$ cat config.mk
export PLATFORM = sky130hd
export DESIGN_NAME = mem_stage
export DESIGN_NICKNAME = d
export VERILOG_FILES = /design/src/rtl/mem_stage.sv
export SDC_FILE = /design/constraint.sdc
export NUM_CORES = 1
export LEC_CHECK = 0
export CORE_MARGIN = 5
export CORE_UTILIZATION = 48
export CTS_CLUSTER_DIAMETER = 30
export CTS_CLUSTER_SIZE = 40
export DETAILED_ROUTE_END_ITERATION = 8
export GPL_TIMING_DRIVEN = 0
export HOLD_SLACK_MARGIN = 0.08
export PLACE_DENSITY = 0.86
export SLEW_MARGIN = 40
export SYNTH_ARGS = -nofsm -noshare
export SYNTH_HDL_FRONTEND = slang
export SYNTH_SLANG_ARGS = --single-unit
$ cat constraint.sdc
create_clock -name clk -period 3.25 [get_ports clk]
set_clock_uncertainty 0.15 [all_clocks]
set_input_delay 0.8125 -clock clk [delete_from_list [all_inputs] [get_ports clk]]
set_output_delay 0.8125 -clock clk [all_outputs]
set_load 0.05 [all_outputs]
$ cat src/rtl/mem_stage.sv
// Memory-access stage: forwards ALU results or performs one req/ack RAM access
// per instruction, stalling upstream while the access is outstanding.
module mem_stage #(
    parameter int ACK_TIMEOUT = 15
) (
    input  logic        clk,
    input  logic        rst,
    input  logic        ex_valid,
    input  logic [15:0] ex_result,
    input  logic [15:0] ex_store_data,
    input  logic        ex_mem_read,
    input  logic        ex_mem_write,
    input  logic        ex_reg_write,
    input  logic [3:0]  ex_dest,
    output logic        mem_stall,
    output logic        ram_req,
    output logic        ram_we,
    output logic [15:0] ram_addr,
    output logic [15:0] ram_wdata,
    input  logic [15:0] ram_rdata,
    input  logic        ram_ack,
    output logic        wb_valid,
    output logic        wb_reg_write,
    output logic [3:0]  wb_dest,
    output logic [15:0] wb_data,
    output logic        bus_error
);

    typedef enum logic [0:0] {
        ST_IDLE = 1'b0,
        ST_WAIT = 1'b1
    } state_t;

    localparam logic [7:0] TIMEOUT_C = 8'(ACK_TIMEOUT);

    state_t      state_q, state_d;
    logic [7:0]  cnt_q, cnt_d;
    logic        ram_req_q, ram_req_d;
    logic        ram_we_q, ram_we_d;
    logic [15:0] ram_addr_q, ram_addr_d;
    logic [15:0] ram_wdata_q, ram_wdata_d;
    logic [3:0]  dest_q, dest_d;
    logic        reg_write_q, reg_write_d;
    logic        wb_valid_q, wb_valid_d;
    logic        wb_reg_write_q, wb_reg_write_d;
    logic [3:0]  wb_dest_q, wb_dest_d;
    logic [15:0] wb_data_q, wb_data_d;
    logic        bus_error_q, bus_error_d;

    // Next-state and next-output computation for the IDLE/WAIT controller
    always_comb begin
        state_d        = state_q;
        cnt_d          = cnt_q;
        ram_req_d      = ram_req_q;
        ram_we_d       = ram_we_q;
        ram_addr_d     = ram_addr_q;
        ram_wdata_d    = ram_wdata_q;
        dest_d         = dest_q;
        reg_write_d    = reg_write_q;
        wb_valid_d     = wb_valid_q;
        wb_reg_write_d = wb_reg_write_q;
        wb_dest_d      = wb_dest_q;
        wb_data_d      = wb_data_q;
        bus_error_d    = 1'b0;

        case (state_q)
            ST_IDLE: begin
                if (ex_valid) begin
                    if (ex_mem_read || ex_mem_write) begin
                        // A read+write combination is treated as a load
                        ram_addr_d  = ex_result;
                        ram_wdata_d = ex_store_data;
                        ram_we_d    = ex_mem_write & ~ex_mem_read;
                        ram_req_d   = 1'b1;
                        dest_d      = ex_dest;
                        reg_write_d = ex_reg_write;
                        cnt_d       = 8'd0;
                        wb_valid_d  = 1'b0;
                        state_d     = ST_WAIT;
                    end else begin
                        wb_valid_d     = 1'b1;
                        wb_data_d      = ex_result;
                        wb_dest_d      = ex_dest;
                        wb_reg_write_d = ex_reg_write;
                    end
                end else begin
                    wb_valid_d = 1'b0;
                end
            end
            ST_WAIT: begin
                cnt_d = cnt_q + 8'd1;
                if (ram_ack) begin
                    ram_req_d  = 1'b0;
                    state_d    = ST_IDLE;
                    wb_valid_d = 1'b1;
                    wb_dest_d  = dest_q;
                    if (ram_we_q) begin
                        wb_reg_write_d = 1'b0;
                        wb_data_d      = ram_wdata_q;
                    end else begin
                        wb_reg_write_d = reg_write_q;
                        wb_data_d      = ram_rdata;
                    end
                end else if ((cnt_q + 8'd1) == TIMEOUT_C) begin
                    ram_req_d      = 1'b0;
                    state_d        = ST_IDLE;
                    bus_error_d    = 1'b1;
                    wb_valid_d     = 1'b1;
                    wb_reg_write_d = 1'b0;
                end else begin
                    wb_valid_d = 1'b0;
                end
            end
            default: begin
                state_d   = ST_IDLE;
                ram_req_d = 1'b0;
            end
        endcase
    end

    // State and output registers with synchronous active-low reset
    always_ff @(posedge clk) begin
        if (!rst) begin
            state_q        <= ST_IDLE;
            cnt_q          <= 8'd0;
            ram_req_q      <= 1'b0;
            ram_we_q       <= 1'b0;
            ram_addr_q     <= 16'd0;
            ram_wdata_q    <= 16'd0;
            dest_q         <= 4'd0;
            reg_write_q    <= 1'b0;
            wb_valid_q     <= 1'b0;
            wb_reg_write_q <= 1'b0;
            wb_dest_q      <= 4'd0;
            wb_data_q      <= 16'd0;
            bus_error_q    <= 1'b0;
        end else begin
            state_q        <= state_d;
            cnt_q          <= cnt_d;
            ram_req_q      <= ram_req_d;
            ram_we_q       <= ram_we_d;
            ram_addr_q     <= ram_addr_d;
            ram_wdata_q    <= ram_wdata_d;
            dest_q         <= dest_d;
            reg_write_q    <= reg_write_d;
            wb_valid_q     <= wb_valid_d;
            wb_reg_write_q <= wb_reg_write_d;
            wb_dest_q      <= wb_dest_d;
            wb_data_q      <= wb_data_d;
            bus_error_q    <= bus_error_d;
        end
    end

    assign mem_stall    = (state_q == ST_WAIT);
    assign ram_req      = ram_req_q;
    assign ram_we       = ram_we_q;
    assign ram_addr     = ram_addr_q;
    assign ram_wdata    = ram_wdata_q;
    assign wb_valid     = wb_valid_q;
    assign wb_reg_write = wb_reg_write_q;
    assign wb_dest      = wb_dest_q;
    assign wb_data      = wb_data_q;
    assign bus_error    = bus_error_q;

endmodule

; Yosys cells after proc, flatten, opt, wreduce, memory -nomap -nowiden
; Cells that the tools add are included.
; W data, S select, Z words.
[totals]
register_bits = 71
latch_bits = 0
ram_bits = 0
romBits = 0
wordCells = 63
mem_count = 0
[op_classes]
add_sub_neg = 1
mul = 0
n_div = 0
order_cmp = 0
eq_ne = 6
n_shift = 0
mux = 32
bitwise = 4
reduce_logical = 7
[op_table]
columns = op, count
row1 = $mux W16, 4
row2 = $pmux W16 S2, 1
row3 = $mux W1, 16
row4 = $mux W8, 2
row5 = $pmux W8 S2, 1
row6 = $mux W4, 3
row7 = $reduce_and A3 Y1, 4
row8 = $add A8 B1 Y8 const B, 1
row9 = $eq A8 B4 Y1 const B, 1
row10 = $ne A2 B2 Y1 const B, 4
row11 = $pmux W1 S2, 4
row12 = $pmux W4 S2, 1
row13 = $ne A3 B2 Y1 const B, 1
row14 = $not A1 Y1, 3
row15 = $reduce_or A3 Y1, 1
row16 = $reduce_and A2 Y1, 1
row17 = $and A1 B1 Y1, 1
row18 = $logic_or A1 B1 Y1, 1

; Depth between registers and ports, before layout
; Gate-level depths: netlist (run 1).
[depth]
depth_word = 5
ltp_mapped = 7

; Least setup slack after synthesis (run 1)
; OpenSTA, ideal clock, no wires.
[synth_timing]
path_kind = input -> register
from = in ex_valid
to = reg wb_data_q[14] (netlist: wb_data[14])
setup_ns = 0.070
arrival_time_ns = 1.754
slack_ns = 1.276
path_stages = 5
n_path_buf = 1
path_cell_list = nor2b_2 > a22oi_1 > buf_2 > nand2_1 > a21boi_1
[synth_via]
elab_chain_cells = 2
[synth_rtl]
columns = item, line_no
row1 = "start, declared", 8  ; input logic ex_valid,
row2 = $ne A2 B2 Y1 (no source line), --
row3 = $reduce_and A3 Y1 (no source line), --
row4 = "end signal, assigned", 149  ; wb_data_q <= wb_data_d;
row5 = "end, declared", 47  ; logic [15:0] wb_data_q, wb_data_d;
; Every way passes these cells.
; A chain may end at the register's enable or synchronous reset.

; Worst setup path in the final report (run 1)
[layout_timing]
from = reg ram_wdata_q[9] (netlist: ram_wdata[9])
to = out ram_wdata[9]
[layout_lines]
columns = item, line_no
row1 = "start, declared", 41  ; logic [15:0] ram_wdata_q, ram_wdata_d;
row2 = "start signal, assigned", 143  ; ram_wdata_q <= ram_wdata_d;
row3 = "end, declared", 19  ; output logic [15:0] ram_wdata,
; No word-level cell between the ends.

==> results of run 1 <==
## registers in the layout, indices dropped and copies added, names as in the netlist
name          count
cnt_q             8
ram_we            1
ram_req           1
ram_wdata        16
wb_dest           4
wb_valid          1
reg_write_q       1
bus_error         1
wb_data          16
mem_stall         1
wb_reg_write      1
ram_addr         16
dest_q            4
## cells by family (layout without fill, tap and decap cells)
| kind of cell | Yosys count | count (layout) | synth area share, % |
|---|---|---|---|
| adder cells (fa/ha/maj) | 2 | 2 | 0.802 |
| AND/OR/NAND/NOR | 146 | 146 | 19.6 |
| AO/OA/AOI/OAI | 96 | 96 | 22.6 |
| flip-flops | 71 | 71 | 45.6 |
| multiplexers | 22 | 22 | 7.06 |
| buffers and inverters | 29 | 159 | 3.85 |
| XOR/XNOR | 2 | 2 | 0.562 |
## through the flow
| stage | cell area (um^2) | power [mW] | setup slack (ns) | util [%] | cells |
|---|---|---|---|---|---|
| after floorplan | 3120 | 1.28 | 1.28 | - | 368 |
| after global placement | 4380 | 1.49 | 0.515 | 68.9 | 561 |
| after detailed placement | 4380 | 1.51 | 0.455 | 68.9 | 561 |
| after CTS | 4530 | 2.08 | 0.697 | 71.3 | 575 |
| after global routing | 4530 | 2.15 | 0.654 | 71.3 | 575 |
| final | 4530 | 2.07 | 0.698 | 71.3 | 575 |
## worst paths after layout
kind	startpoint	slack (ns)	end	depth (start not counted)
setup reg to reg	cnt_q[1]	1.24	bus_error	5
hold / removal	wb_data[5]	0.30	wb_data[5]	2
hold reg to reg	wb_data[5]	0.30	wb_data[5]	2
setup / recovery	ram_wdata[9]	0.70	ram_wdata[9]	1
## tightest hold or removal path, stage by stage (launching register included)
cell and delay [ns]:
dfxtp_1 0.31, nand2_1 0.05, a21boi_1 0.05
## cell usage in the layout, fill, tap and decap left out, types with 3 or more instances in the layout
cell,instances
nand2_1,123
clkdlybuf4s50_1,116
dfxtp_1,71
a21boi_1,53
mux2i_1,22
clkbuf_1,17
o211ai_1,17
buf_2,9
clkbuf_8,9
o21ai_1,7
nor2_1,6
o211a_1,5
clkinv_2,4
inv_1,3
a21oi_1,3
nor2b_1,3
o21ai_0,3
## cell usage after synthesis (2+ instances only)
cell	instances	area, um^2
o21ai_1	7	35.0
o211ai_1	17	128
a21boi_1	53	398
nand4_1	2	12.5
buf_2	9	45.0
nor2b_1	3	18.8
clkbuf_1	17	63.8
xor2_1	2	17.5
nand3_1	2	10.0
nand2_1	123	462
and2_1	2	12.5
a21oi_1	3	15.0
inv_1	3	11.3
ha_1	2	25.0
o31ai_1	2	15.0
dfxtp_1	71	1420
mux2i_1	22	220
nor2_1	6	22.5
o21ai_0	3	15.0
o211a_1	5	50.1
## metal layers
| metal | GRT usage [%] | vias to the layer above | share of wire [%] |
|---|---|---|---|
| li1 | - | 1498 | - |
| met1 | 25.4 | 1493 | 38 |
| met2 | 40.7 | 144 | 51 |
| met3 | 6.00 | 23 | 8.8 |
| met4 | 11.3 | 0 | 2.5 |
| met5 | 0 | - | 0 |
## power breakdown
group,switching (mW),internal [mW]
registers,0.0311,0.920
clock network,0.320,0.263
logic,0.327,0.211
total,0.678,1.39
## layout make-up
class,instances,area share (%)
tap,77,2.13
multi-input combinational,268,34.8
clock buffer,9,2.74
clock inverter,5,0.608
inverter,3,0.249
timing repair buffer,116,25.6
sequential,71,31.4
buffer,26,2.40
==> impl_metrics.ini, run 1 <==
[finish]
regArea_um2 = 1420
area_delta_synth_final_pct = 45.2
drive_gt1_share_pct = 5.62
diodes = 0
fill_cells = 495
multi_input_area_um2 = 1580
fin_nets = 556

[floorplan]
rows = 29
fp.dieW_um = 90.6
ios = 117
core_um2 = 6350
initial_core_util_pct = 49.1
die_h_um = 90.6
die_area_um2 = 8210

[timing]
finalSetupTns_ns = 0
slew_violations = 0
tightest_slew_ns = 0.629
max_freq_ghz = 0.392
finalCritPeriodShare_pct = 78.5
setup_viol = 0
rsz0062_at_grt = no
maxSlewHeadroom_pct = 58.1
fin_crit_ns = 2.55
whs_ns = 0.299
finalHoldViolations = 0

[clocking]
cts_resized = 0
clock_latency_ns = 0.34
cts-htree-levels = 3
cts_sinks = 71
cts_setup_buffers = 0
cts-buffers-inserted = 9
cts_tree = built
cts_hold_buf = 0
clockBufferDepth = 2
cts-root-buf = clkbuf_8
cts.clk_slew.worst_paths_ns = 0.07

[setup_path]
crit_path_max_incr_delay_ns = 0.84
criticalPathCategory = reg -> out
crit_path_start_kind = register
endpoint_kind = primary output
critPathSlowestCell = clkdlybuf4s50_1
path_cells = clkdlybuf4s50_1
crit_path_max_fanout = 3
critPathArrivalTime_ns = 1.59
path_delay_family = buffers and inverters
cp_data_required_time_ns = 2.29
crit_buf_inv = 1

[detailed_routing]
drtIter0Drc = 122
drt_pass1_iterations = 4
post_drt_wl_per_cell_um = 16.7
route.detailed.drc = 0
via_count = 3158
via_per_inst = 5.49
ant_nets = 0
wirelength_um = 9620

[global_routing]
grt_pass1_vias = 3244
grt_pass1_wl_um = 15400
grt_remaining_overflow = 0
track_usage_pct = 23.1
grt_max_degree = 12
antenna_found_initial = 0

[min_path]
hp-class = reg -> reg

[synth]
synth_flop_cell = dfxtp_1
syn_area_um2 = 3120
syn_inst = 368
synth-seq-area-share_pct = 45.6
synth_edf_count = 0
ys_types = 34
syn_area_per_cell_um2 = 8.48
synth.net_count = 429
synth.ff_latch_count = 71
async_reset_ff_share_pct = 0
synth_warnings = 0

[place]
place_congestion = 0.884
portBuffers = 116
post-dp-hpwl_um = 7110

[power_and_ir_drop]
leakagePower_nw = 1.68
vdd_drop_max_v = 0.000330
powerDensity_nw_per_um2 = 457

[run_status]
status = finished clean

[run]
cap_violations = 0
(Power assumes the default switching activity.)
==> run 2: changes to the inputs <==
Settings changed: CORE_UTILIZATION 48 to 40, PLACE_DENSITY 0.86 to 0.76.
Clock period 3.25 ns to 2.1 ns, I/O delays scaled along.
==> run 2 against run 1 <==
Effect of this change: sequential power grew 55%; combinational power grew 46%; via count shrank 4.5%; setup slack lost 0.58 ns; clock power grew 130%; largest cell class unchanged; routed wire length shrank 1.2%; global-route usage shrank 3.6 points.
==> impl_metrics.ini, run 2 (synthesized netlist as in run 1, its figures left out) <==
[run_status]
status = finished clean

[global_routing]
antenna_found_initial = 0
grt_pass1_vias = 3045
grt_pass1_wl_um = 15100
track_usage_pct = 19.5
grt_max_degree = 13
grt_remaining_overflow = 0

[detailed_routing]
wirelength_um = 9500
route.detailed.drc = 0
ant_nets = 0
drt_pass1_iterations = 4
post_drt_wl_per_cell_um = 15.8
via_per_inst = 5.02
drtIter0Drc = 68
via_count = 3017

[power_and_ir_drop]
switching_share_pct = 29.8
p_int_mw = 2.52
leakagePower_nw = 1.98
power_switching_mw = 1.07
p_comb_share_pct = 21.8
vdd_drop_max_v = 0.000471
power_frac_seq_pct = 40.8
powerDensity_nw_per_um2 = 782
clockPowerShare_pct = 37.4
total_power_mw = 3.60

[clocking]
clock_latency_ns = 0.34
clockBufferDepth = 2
cts_sinks = 71
cts.clk_slew.worst_paths_ns = 0.07
cts_hold_buf = 0
cts-root-buf = clkbuf_8
cts_tree = built
cts_setup_buffers = 0
cts-buffers-inserted = 9
cts-htree-levels = 3

[run]
cap_violations = 0

[finish]
fin_nets = 555
diodes = 0
fill_cells = 708
mostFrequentLayoutCells = nand2_1, dfxtp_1, clkdlybuf4s50_1, dlygate4sd2_1, a21boi_1
area_delta_synth_final_pct = 47.5
final_common_cell = nand2_1
drive_gt1_share_pct = 7.41

[floorplan]
die_area_um2 = 9660
die_h_um = 98.3
rows = 32
ios = 117
initial_core_util_pct = 40.8
fp.dieW_um = 98.3
core_um2 = 7650

[timing]
setup_viol = 0
rsz0062_at_grt = no
finalHoldViolations = 0
finalCritPeriodShare_pct = 94.5
maxSlewHeadroom_pct = 63.3
postLayoutSetupSlackWorst_ns = 0.116
slew_violations = 0
fin_crit_ns = 1.98
whs_ns = 0.298
max_freq_ghz = 0.504
tightest_slew_ns = 0.553

[setup_path]
endpoint_kind = primary output
path_cells = dlygate4sd2_1
critPathArrivalTime_ns = 1.31
cp_data_required_time_ns = 1.42
r2r_end = wb_reg_write
ff2ff_path_depth = 6
critPathSlowestCell = dlygate4sd2_1
crit_path_max_incr_delay_ns = 0.57
path_delay_family = buffers and inverters
crit_buf_inv = 1
r2r_slack_ns = 0.18
r2r-start = cnt_q[0]
crit_path_max_fanout = 3
crit_path_start_kind = register
criticalPathCategory = reg -> out

[place]
portBuffers = 116
post-dp-hpwl_um = 7090
pre_cts_slack_ns = -0.485
place_congestion = 0.797

[min_path]
worstHoldPathCells = 2
hp-class = reg -> reg
hold_end = wb_data[3]
min_from = wb_data[3]
## run 2: changes by cell type in the layout (fill, tap and decap cells not counted), sizes merged
cell / delta
bufinv: +3
dlygate4sd2: +58
clkinv: -2
buf: -2
clkbuf: +2
clkdlybuf4s50: -58
## run 2: worst min-delay path: cells and delay by family (launching register included)
| kind | cells | cell delay, ns |
|---|---|---|
| DFF | 1 | 0.31 |
| and+or+nand+nor | 1 | 0.05 |
| AOI/OAI and AO/OA | 1 | 0.05 |
## run 2: power groups by stage
stage          Combinational, mW  Sequential, mW  Clock [mW]
6_report                   0.783            1.47        1.34
2_1_floorplan              0.247            1.74           0
5_1_grt                    0.838            1.48        1.40
3_5_place_dp               0.824            1.50           0
4_1_cts                    0.785            1.47        1.35
3_3_place_gp               0.817            1.50           0
## run 2: area by class of cell
class,instances,area [um^2],share of cell area [%]
Timing Repair Buffer,116,1090,23.7
Buffer,25,113,2.45
Inverter,3,11.3,0.245
Tap cell,102,128,2.77
Clock inverter,6,108,2.34
Multi-Input combinational cell,268,1590,34.6
Sequential cell,71,1420,30.9
Clock buffer,10,138,2.99
## run 2: how the worst max path moves through the flow
| stage | from | to | slack, ns | cells after the start |
|---|---|---|---|---|
| 6_report | ram_wdata[9] | ram_wdata[9] | 0.12 | 1 |
| 5_1_grt | rst | wb_valid | 0.02 | 4 |
| 4_1_cts | ex_valid | ram_addr[8] | 0.02 | 6 |
| 3_5_place_dp | ex_valid | wb_data[9] | -0.49 | 6 |
| 3_3_place_gp | ex_valid | wb_data[12] | -0.39 | 6 |
| 2_1_floorplan | mem_stall | wb_data[14] | 0.13 | 6 |
## run 2: metrics by stage
step	cell area, um^2	util (%)	TNS (ns)	cells
2_1_floorplan	3120	-	0	368
3_3_place_gp	4410	57.6	-15.29	586
3_5_place_dp	4410	57.6	-17.55	586
4_1_cts	4590	60.0	0	602
5_1_grt	4600	60.1	0	601
6_report	4600	60.1	0	601
## run 2: timing repair
action,4_1_cts,5_1_grt
setup endpoints to repair,72,31
resized for setup,61,10
pin swaps,0,1
## run 2: per-layer routing
metal	GRT usage, %	wire [um]
met5	0	0
met4	7.25	209
met3	4.14	552
met2	34.2	4690
met1	23.2	4060
==> run 3: changes to the inputs <==
Settings changed: CORE_UTILIZATION 40 to 41, CTS_BUF_LIST set to sky130_fd_sc_hd__clkbuf_4, PLACE_DENSITY 0.76 to 0.78, SLEW_MARGIN 40 to unset.
==> run 3 against run 2 <==
Effect of this change: critical path depth unchanged; sequential share of layout area up 0.55 points; utilization increased by 1.5 points; final area fell by 1.7%; flip-flop and latch count stayed put; sequential power about the same; cell count is 0.33% lower; critical path type unchanged; largest cell class unchanged; highest routed layer unchanged.
==> impl_metrics.ini, run 3 (synthesized netlist as in run 1, its figures left out) <==
[floorplan]
die_area_um2 = 9450
fp.dieW_um = 97.2
initial_core_util_pct = 42.5
ios = 117
rows = 31
die_h_um = 97.2
core_um2 = 7330

[clocking]
cts_hold_buf = 0
cts_setup_buffers = 0
cts-buffers-inserted = 9
clockBufferDepth = 2
cts-htree-levels = 3
clock_latency_ns = 0.40
cts-root-buf = clkbuf_4
cts_tree = built
cts.clk_slew.worst_paths_ns = 0.12
cts_sinks = 71

[timing]
maxSlewHeadroom_pct = 64.0
whs_ns = 0.304
finalHoldViolations = 0
rsz0062_at_grt = no
postLayoutSetupSlackWorst_ns = 0.0667
setup_viol = 0
finalCritPeriodShare_pct = 96.8
finalSetupTns_ns = 0
max_freq_ghz = 0.492
tightest_slew_ns = 0.542
slew_violations = 0
fin_crit_ns = 2.03

[finish]
diodes = 0
area_delta_synth_final_pct = 44.9
drive_gt1_share_pct = 7.40
fin_nets = 556
final_common_cell = nand2_1
stdcell_count = 599
mostFrequentLayoutCells = nand2_1, dfxtp_1, clkdlybuf4s50_1

[min_path]
hp-class = reg -> reg

[global_routing]
grt_pass1_vias = 2992
grtUsageMet2_pct = 33.5
grt_use_met1_pct = 23.9
busiest_layer = met2
met3_usage_pct = 5.38
grt_remaining_overflow = 0
grt_max_degree = 13
grt_pass1_wl_um = 15200
antenna_found_initial = 0
track_usage_pct = 19.9

[power_and_ir_drop]
power_frac_seq_pct = 43.8
total_power_mw = 3.35
p_int_mw = 2.32
clockPowerShare_pct = 33.0
vdd_drop_max_v = 0.000381
switching_share_pct = 30.8
p_comb_share_pct = 23.1
leakagePower_nw = 1.94
powerDensity_nw_per_um2 = 742
power_switching_mw = 1.03

[setup_path]
crit_path_max_fanout = 3
crit_path_max_incr_delay_ns = 0.55
path_cells = dlygate4sd2_1
critPathSlowestCell = dlygate4sd2_1
critPathArrivalTime_ns = 1.36
criticalPathCategory = reg -> out
crit_buf_inv = 1
crit_path_start_kind = register
cp_data_required_time_ns = 1.42
path_delay_family = buffers and inverters
endpoint_kind = primary output

[detailed_routing]
drt_pass1_iterations = 4
ant_nets = 0
wirelength_um = 9280
post_drt_wl_per_cell_um = 15.5
drtIter0Drc = 82
via_per_inst = 5.04
via_count = 3021
route.detailed.drc = 0

[run_status]
status = finished clean

[place]
place_congestion = 0.789
placed_cells = 583
portBuffers = 116
post-dp-hpwl_um = 7080
pre_cts_slack_ns = -0.350

[run]
cap_violations = 0
run 3: cell types whose count changed in the layout (fill, tap and decap cells not counted), sizes merged:
| cell | previous run | this run |
|---|---|---|
| buf | 7 | 9 |
| clkbuf | 28 | 29 |
| clkinv | 2 | 3 |
| clkinvlp | 1 | 0 |
| dlygate4sd2 | 58 | 56 |
run 3: per-layer routing:
metal | part of all wire, % | routed length [um]
met3 | 6.0 | 554
met2 | 50 | 4630
met5 | 0 | 0
met4 | 2.0 | 184
met1 | 42 | 3900
run 3: repair_timing:
action                                 4_1_cts  5_1_grt
endpoints found under the hold margin        0        0
setup endpoints to repair                   58       34
pin swaps                                    0        0
gates resized for setup                     58       12
run 3: power groups by stage:
stage / registers (mW) / clock network (mW) / logic [mW]
final: 1.47 / 1.11 / 0.776
after global routing: 1.48 / 1.19 / 0.832
after CTS: 1.47 / 1.13 / 0.779
after detailed placement: 1.50 / 0 / 0.823
after global placement: 1.50 / 0 / 0.817
after floorplan: 1.74 / 0 / 0.247
run 3: metrics by stage:
step / cell area, um^2 / util [%]
finish: 4520 / 61.6
global route: 4520 / 61.6
CTS: 4520 / 61.6
detailed placement: 4400 / 60.1
global placement: 4400 / 60.1
floorplan: 3120 / -
run 3: area by class of cell:
class / instances / area [um^2]
Buffer: 26 / 113
Sequential cell: 71 / 1420
Fill cell: 651 / 2810
Timing Repair Buffer: 116 / 1080
Inverter: 3 / 11.3
Clock buffer: 10 / 75.1
Multi-Input combinational cell: 268 / 1590
Clock inverter: 6 / 109
Tap cell: 99 / 124
run 3: path summary, 6_finish.rpt:
| check | start | endpoint | slack (ns) | cells after the start |
|---|---|---|---|---|
| max | ram_wdata[7] | ram_wdata[7] | 0.07 | 1 |
| min | wb_data[1] | wb_data[1] | 0.30 | 2 |
| max reg2reg | cnt_q[0] | wb_reg_write | 0.15 | 6 |
| min reg2reg | wb_data[1] | wb_data[1] | 0.30 | 2 |
